**config.mk**
```make
export PLATFORM = sky130hd
export DESIGN_NAME = wn_addr_gen
export DESIGN_NICKNAME = d
export VERILOG_FILES = /design/src/rtl/wn_addr_gen.sv
export SDC_FILE = /design/constraint.sdc
export NUM_CORES = 1
export LEC_CHECK = 0
export BUFFER_PORTS_ARGS = -buffer_cell sky130_fd_sc_hd__buf_2
export CAP_MARGIN = 0
export CORE_MARGIN = 2
export CORE_UTILIZATION = 50
export DETAILED_ROUTE_END_ITERATION = 7
export PLACE_DENSITY = 0.71
export SLEW_MARGIN = 30
export SYNTH_ARGS = -nofsm -noshare
export SYNTH_HDL_FRONTEND = slang
export SYNTH_SLANG_ARGS = --single-unit
```
**constraint.sdc**
```tcl
create_clock -name clk -period 4.9 [get_ports clk]
set_input_delay 0.245 -clock clk [delete_from_list [all_inputs] [get_ports clk]]
set_output_delay 0.245 -clock clk [all_outputs]
set_load 0.01 [all_outputs]
```
**src/rtl/wn_addr_gen.sv**
```systemverilog
`default_nettype none
// ============================================================================
// Module   : wn_addr_gen
// Brief    : Twiddle ROM address generator for one radix-2 SDF FFT stage.
// Revision : 1.0 - initial release
// ============================================================================
module wn_addr_gen #(
   parameter int width   = 16,
   parameter int addrw   = 6,
   parameter int STAGE   = 0,
   parameter int ROM_LAT = 1
) (
   input  logic             clk,
   input  logic             rst,
   input  logic             start,
   input  logic             in_valid,
   input  logic             inv,
   output logic [addrw-1:0] addr_re,
   output logic [addrw-1:0] addr_im,
   output logic             tw_valid,
   output logic             neg_im,
   output logic             tw_last,
   output logic             frame_done,
   output logic             busy
);

   localparam int              c_dly     = 1 + ROM_LAT;
   localparam int              c_jw      = addrw - STAGE;
   localparam logic [addrw:0]  c_cnt_max = '1;

   generate
      if (STAGE < 0 || STAGE >= addrw || ROM_LAT < 1 || width < 1) begin : g_param_check
         $error("wn_addr_gen: illegal parameter combination");
      end
   endgenerate

   logic [addrw:0]   r_cnt;
   logic [addrw:0]   w_cnt_nxt;
   logic [c_jw-1:0]  w_j;
   logic             w_phase;
   logic             w_accept;
   logic             w_last_smp;
   logic [addrw-1:0] w_addr_nxt;
   logic [addrw-1:0] r_addr;
   logic [c_dly-1:0] r_vld_dly;
   logic [c_dly-1:0] r_neg_dly;
   logic [c_dly-1:0] r_last_dly;
   logic             r_frame_done;
   logic             r_busy;

   // Upper half of each 2^(addrw+1-STAGE) block uses W^(j*2^STAGE); lower half W^0.
   always_comb begin
      w_j        = r_cnt[c_jw-1:0];
      w_phase    = r_cnt[c_jw];
      w_addr_nxt = w_phase ? (addrw'(w_j) << STAGE) : '0;
      w_accept   = in_valid & ~start;
      w_last_smp = w_accept & (r_cnt == c_cnt_max);
      w_cnt_nxt  = r_cnt;
      if (start) begin
         w_cnt_nxt = '0;
      end else if (in_valid) begin
         w_cnt_nxt = r_cnt + 1'b1;
      end
   end

   always_ff @(posedge clk or posedge rst) begin
      if (rst) begin
         r_cnt        <= '0;
         r_addr       <= '0;
         r_vld_dly    <= '0;
         r_neg_dly    <= '0;
         r_last_dly   <= '0;
         r_frame_done <= 1'b0;
         r_busy       <= 1'b0;
      end else begin
         r_cnt        <= w_cnt_nxt;
         r_busy       <= (w_cnt_nxt != '0);
         r_frame_done <= w_last_smp;
         // start flushes every in-flight sample, including one arriving with it
         if (start) begin
            r_addr     <= '0;
            r_vld_dly  <= '0;
            r_neg_dly  <= '0;
            r_last_dly <= '0;
         end else begin
            if (in_valid) begin
               r_addr <= w_addr_nxt;
            end
            r_vld_dly  <= (r_vld_dly  << 1) | c_dly'(in_valid);
            r_neg_dly  <= (r_neg_dly  << 1) | c_dly'(in_valid & inv);
            r_last_dly <= (r_last_dly << 1) | c_dly'(w_last_smp);
         end
      end
   end

   assign addr_re    = r_addr;
   assign addr_im    = r_addr;
   assign tw_valid   = r_vld_dly[c_dly-1];
   assign neg_im     = r_neg_dly[c_dly-1];
   assign tw_last    = r_last_dly[c_dly-1];
   assign frame_done = r_frame_done;
   assign busy       = r_busy;

endmodule
`default_nettype wire
```
==> flow_summary_export.csv, run 1 <==
group,metric,value,unit
run_status,status,"complete, no violations",
critical_path,reg2reg_depth,5,
worst_hold_path,hold_path.class,"in2async",
clock_network,cts_sinks,21,
floorplanning,core,0.00176,mm2
logic_synthesis,syn_avg_cell_area,10.8,um2
timing,finalCritPeriodShare,33.7,%
timing,fin_crit,1650,ps
clock_network,post_cts_resized,0,
place,place_inst,123,
cells_and_area,fin_cells,127,
critical_path,worstPathArrival,1830,ps
critical_path,path_class,"reg2reg",
run,cap_violations,0,
grt,grt_pass1_wl,2520,um
cells_and_area,syn2layout_area_growth,9.97,%
timing,tightest_slew,747,ps
cells_and_area,n_fill_cell,185,
drt,ant_nets,0,
logic_synthesis,synth.distinct_cells,24,
place,place_ws,3260,ps
cells_and_area,nets,109,
floorplanning,chipHeight,47.7,um
cells_and_area,multiInputGateArea,352,um2
floorplanning,dieArea,0.00227,mm2
critical_path,setup.worst_path.start,"r_cnt[0]",
grt,grt_max_degree,25,
logic_synthesis,yosys_most_used_dff,"dfrtp_1",
critical_path,max_stage_delay,430,ps
power_and_ir_drop,power_density,270,mW/mm2
place,port_buffers,21,
logic_synthesis,synth_most_common_cell,"dfrtp_1",
grt,antenna_found_initial,0,
timing,finalSetupViolations,0,
logic_synthesis,ys_warn_count,0,
drt,routed-via-count,632,
drt,topRoutingLayerUsed,"met4",
drt,dr_wl_met3,77,um
logic_synthesis,synth-seq-cells,21,
drt,drcViolationCount,0,
grt,grt_pass1_vias,555,
timing,relSlewSlack,50.2,%
critical_path,crit_family,"flip-flops",
timing,slew_viol_final,0,
clock_network,htreeDepth,1,
drt,wl_met1,699,um
grt,grtUsageTotal,16.8,%
grt,grt_overflow_total,0,
logic_synthesis,netlist_instances,88,
place,dpl_cell_area,0.00102,mm2
timing,setup_tns,0,ps
drt,wl_per_cell,11.9,um
cells_and_area,antenna_cells,0,
critical_path,worstSetupEndpointType,"register",
cells_and_area,drive_above_1_share,28.4,%
cells_and_area,design_area,0.00105,mm2
timing,max_freq,606,MHz
critical_path,r2r-end,"busy",
clock_network,cts_setup_buffers,0,
critical_path,r2r-start,"r_cnt[0]",
critical_path,path_buf_inv,0,
place,place.gp.congestion,0.844,
logic_synthesis,synth_area_leaders,"dfrtp_1 55%, buf_4 5.5%, a21oi_1 4.2%",
critical_path,worstPathRequired,5080,ps
drt,dr.pass1.iters,4,
floorplanning,die_w,47.7,um
floorplanning,io_pins,22,
logic_synthesis,syn_area,953,um2
power_and_ir_drop,p_leak,0.550,nW
logic_synthesis,ys_top_cells_by_count,"21 x dfrtp_1, 8 x a21oi_1, 8 x nor2_1",
clock_network,clkLatencyLatePin,300,ps
logic_synthesis,async_reset_ff_share,100,%
critical_path,cp_num_cells,5,
clock_network,cts_tree,"built",
power_and_ir_drop,vdd_drop_max,0.161,mV
drt,wl,1510,um
floorplanning,initial_core_util,54.0,%
clock_network,clk_pin_slew,110,ps
logic_synthesis,synth_nets,94,
logic_synthesis,synth_top_area_share,55.1,%
drt,wl_met2,688,um
critical_path,reg2reg_slack,3250,ps
clock_network,cts_root_buf,"clkbuf_4",
timing,fin_ws,3250,ps
timing,rsz0062_at_grt,"no",
clock_network,cts_hold_buffers,0,
timing,fin_skew,1.01,ps
critical_path,worstPathCellList,"ha_1, nand4_1, mux2_4, nor4_2, o211ai_1",
logic_synthesis,yosysSeqAreaShare,55.1,%
clock_network,cts_buffers,3,
drt,post_drt_via_cell_ratio,4.98,
place,hpwl,1040,um
logic_synthesis,synth_edf_count,0,
timing,hold_viol,0,
drt,drt-initial-drc-count,5,
logic_synthesis,yosys.area.top_type,"dfrtp_1",
critical_path,path_max_fanout,5,
critical_path,worst_setup_path_start_kind,"register",
clock_network,clockBufferDepth,2,
critical_path,crit_path_end,"busy",
cells_and_area,seqCellArea,526,um2
critical_path,critPathSlowestCell,"dfrtp_1",
floorplanning,num_rows,15,
==> cells in the final DEF, fill, tap and decap left out, drive strengths merged <==
cell type / n
a21bo: 1
a21oi: 8
and2: 1
and2b: 2
and3b: 2
buf: 21
clkbuf: 3
clkinv: 1
dfrtp: 21
ha: 1
inv: 2
mux2: 2
mux2i: 2
nand2: 2
nand2b: 6
nand3: 6
nand3b: 1
nand4: 3
nor2: 8
nor2b: 5
nor4: 1
o211ai: 1
xnor2: 2
==> logic make-up (layout without fill, tap and decap cells) <==
family | after synthesis | count (layout) | synth area share, %
and+or+nand+nor | 37 | 37 | 22.4
adders and majority gates | 1 | 1 | 1.31
AOI/OAI and AO/OA | 10 | 10 | 6.04
xor gates and xnor gates | 2 | 2 | 1.84
DFF | 21 | 21 | 55.1
buffers and inverters | 13 | 27 | 8.00
muxes | 4 | 4 | 5.25
==> cell type report <==
cell class	count	area share, %
Clock inverter	1	0.477
Tap cell	25	2.98
Inverter	2	0.716
Timing Repair Buffer	21	10.0
Clock buffer	3	2.15
Sequential cell	21	50.1
Multi-Input combinational cell	54	33.5
==> how the worst min path moves through the flow <==
stage,from,to,slack (ps),depth (start not counted)
floorplan,rst,addr_im[0],220,1
CTS,rst,addr_im[0],80,2
finish,rst,r_last_dly[1],50,2
global placement,rst,r_last_dly[1],410,2
detailed placement,rst,r_last_dly[1],420,2
global route,rst,r_last_dly[1],120,2
==> metrics by stage <==
step	hold slack, ps	power, mW	utilization (%)
2_1_floorplan	222	0.200	-
3_3_place_gp	406	0.206	57.9
3_5_place_dp	421	0.206	57.9
4_1_cts	82.0	0.287	59.4
5_1_grt	115	0.300	59.4
6_report	47.5	0.284	59.4
==> layer usage <==
layer  up-vias  track usage (%)
met4         0             11.4
li1        313                -
met3         5             3.40
met2        20             24.3
met5         -                0
met1       294             22.5
==> power by group <==
group	internal, mW	leakage, nW	total [mW]	switching, mW
registers	0.177	0.288	0.180	0.00294
clock network	0.0305	0.0177	0.0817	0.0512
logic	0.00830	0.244	0.0217	0.0134
==> sequential cells by signal, summed over array words and instances (netlist names) <==
name	flops
r_last_dly	2
busy	1
r_cnt	7
addr_im	6
r_neg_dly	2
frame_done	1
r_vld_dly	2
Power figures use the tool's default switching activity.
==> inputs of run 2 (changes only) <==
- CORE_UTILIZATION: 50 -> 46
- PLACE_DENSITY: 0.71 -> 0.69
- clock period: 4.9 -> 1.4 ns (I/O delays scaled with it)
==> run 2 against run 1 <==
  * The run now ends with negative setup slack left
  * Critical path depth stayed put
  * Largest cell class unchanged
  * Highest routed layer unchanged
  * Maximum frequency is 13% higher
  * Register-to-register slack worse by 3300 ps
  * Clock power grew to 3.6 times the previous value
  * Worst setup slack worse by 3300 ps
  * Sequential share of layout area is 5.2 points lower
  * Cell count is 12% higher
  * Count of clock-buffer cells in the layout stayed put
  * First-iteration DRC count is 100% higher
==> flow_summary_export.csv, run 2 (same netlist as run 1, synthesis figures left out) <==
group,metric,value,unit
timing,tightest_slew,368,ps
timing,hold_viol,0,
floorplanning,dieArea,0.00245,mm2
critical_path,path_buf_inv,0,
drt,wl,1690,um
critical_path,crit_family,"flip-flops",
power_and_ir_drop,p_leak,0.615,nW
timing,finalCritPeriodShare,105,%
timing,setup_tns,-64.4,ps
place,hpwl,1260,um
clock_network,htreeDepth,1,
cells_and_area,drive_above_1_share,36.5,%
floorplanning,chipHeight,49.5,um
floorplanning,num_rows,16,
power_and_ir_drop,vdd_drop_max,0.477,mV
grt,grtUsageTotal,15.9,%
critical_path,max_stage_delay,430,ps
drt,drcViolationCount,0,
clock_network,clk_pin_slew,120,ps
timing,slew_viol_final,0,
grt,grt_pass1_vias,655,
power_and_ir_drop,power_density,890,mW/mm2
drt,post_drt_via_cell_ratio,4.89,
critical_path,worstPathCellList,"ha_2, nand4_1, mux2_4, nor4_4, o211ai_1",
drt,dr.pass1.iters,4,
clock_network,cts_sinks,21,
cells_and_area,nets,122,
power_and_ir_drop,p_int,786,uW
drt,ant_nets,0,
cells_and_area,design_area,0.00117,mm2
grt,grt_pass1_wl,2970,um
power_and_ir_drop,power_frac_seq,60.4,%
critical_path,path_class,"reg2reg",
cells_and_area,largest_reg_flops,7,
power_and_ir_drop,switching_share,24.5,%
critical_path,critPathSlowestCell,"dfrtp_1",
power_and_ir_drop,p_comb_share,11.6,%
grt,antenna_found_initial,0,
cells_and_area,final_cell_mix,"21 x dfrtp_1, 21 x buf_2, 11 x buf_4, 8 x nor2_1, 7 x a21oi_1",
power_and_ir_drop,clkPwrFrac,28.0,%
clock_network,cts_tree,"built",
timing,rsz0062_at_grt,"yes",
critical_path,worstPathRequired,1590,ps
timing,relSlewSlack,75.4,%
run_status,status,"complete, but fails checks",
critical_path,worstPathArrival,1650,ps
worst_hold_path,hold_path.class,"in2reg",
critical_path,worstSetupEndpointType,"register",
clock_network,cts_root_buf,"clkbuf_4",
grt,grt_max_degree,13,
critical_path,path_max_fanout,4,
critical_path,worst_setup_path_start_kind,"register",
place,dpl_cell_area,0.00109,mm2
power_and_ir_drop,p_switching,255,uW
cells_and_area,syn2layout_area_growth,22.6,%
timing,fin_skew,4.23,ps
run,cap_violations,0,
clock_network,clockBufferDepth,2,
timing,finalSetupViolations,1,
timing,max_freq,683,MHz
clock_network,clkLatencyLatePin,300,ps
drt,routed-via-count,694,
place,port_buffers,21,
clock_network,cts_buffers,3,
grt,grt_overflow_total,0,
cells_and_area,antenna_cells,0,
floorplanning,initial_core_util,48.6,%
cells_and_area,top_register,"r_cnt",
drt,wl_per_cell,11.9,um
timing,fin_ws,-64.4,ps
drt,drt-initial-drc-count,10,
floorplanning,io_pins,22,
floorplanning,core,0.00196,mm2
floorplanning,die_w,49.5,um
place,place.gp.congestion,0.761,
timing,fin_crit,1460,ps
run_status,violations,"negative setup slack",
run 2: cell types whose count changed in the layout (fill, tap and decap cells not counted):
cell,delta
ha_1,-1
ha_2,+1
buf_4,+11
nor4_2,-1
dlygate4sd3_1,+2
a21oi_2,+1
nor4_4,+1
a21oi_1,-1
run 2: power by group through the flow:
stage,logic (mW),registers (mW),clock network (mW)
global placement,0.102,0.640,0
detailed placement,0.104,0.642,0
global route,0.136,0.630,0.319
floorplan,0.0562,0.644,0
finish,0.120,0.629,0.292
CTS,0.117,0.629,0.294
run 2: layout make-up:
type / count / area [um2]
Clock buffer: 3 / 22.5
Sequential cell: 21 / 526
Timing Repair Buffer: 34 / 208
Multi-Input combinational cell: 54 / 367
Fill cell: 199 / 793
Clock inverter: 1 / 5.00
Tap cell: 27 / 33.8
Inverter: 2 / 7.51
run 2: path summary, 6_finish.rpt:
| kind | slack [ps] | start | cells past startpoint | end |
|---|---|---|---|---|
| min in group asynchronous | 280 | rst | 3 | r_vld_dly[0] |
| worst min-delay path | 40 | start | 2 | addr_im[4] |
| worst min register to register | 470 | r_neg_dly[0] | 1 | r_neg_dly[1] |
| worst max register to register | -60 | r_cnt[1] | 5 | busy |
| max in group asynchronous | 630 | rst | 4 | addr_im[1] |
| worst max-delay path | -60 | r_cnt[1] | 5 | busy |
run 2: per-stage QoR:
step / setup WS, ps / total power [mW] / hold slack, ps / cells / util, %
floorplan: -40.6 / 0.700 / 46.5 / 88 / -
global placement: -29.0 / 0.742 / 57.6 / 134 / 55.7
detailed placement: -78.9 / 0.746 / 71.5 / 134 / 55.7
CTS: -76.7 / 1.04 / 23.1 / 142 / 58.9
global route: -212 / 1.08 / 62.8 / 142 / 59.6
finish: -64.4 / 1.04 / 35.8 / 142 / 59.6
run 2: layer usage:
metal / vias to the layer above / share of wire (%) / global-route usage (%)
met5: - / 0 / 0
met2: 21 / 48 / 26.4
met3: 4 / 4.5 / 1.82
met1: 326 / 45 / 20.9
li1: 343 / - / -
met4: 0 / 2.0 / 6.94
run 2: timing repair:
item,CTS,global route
hold endpoints to repair,10,0
setup buffers,2,0
setup endpoints to repair,1,1
gates resized for setup,0,2
hold buffers,2,0
cloned,0,0
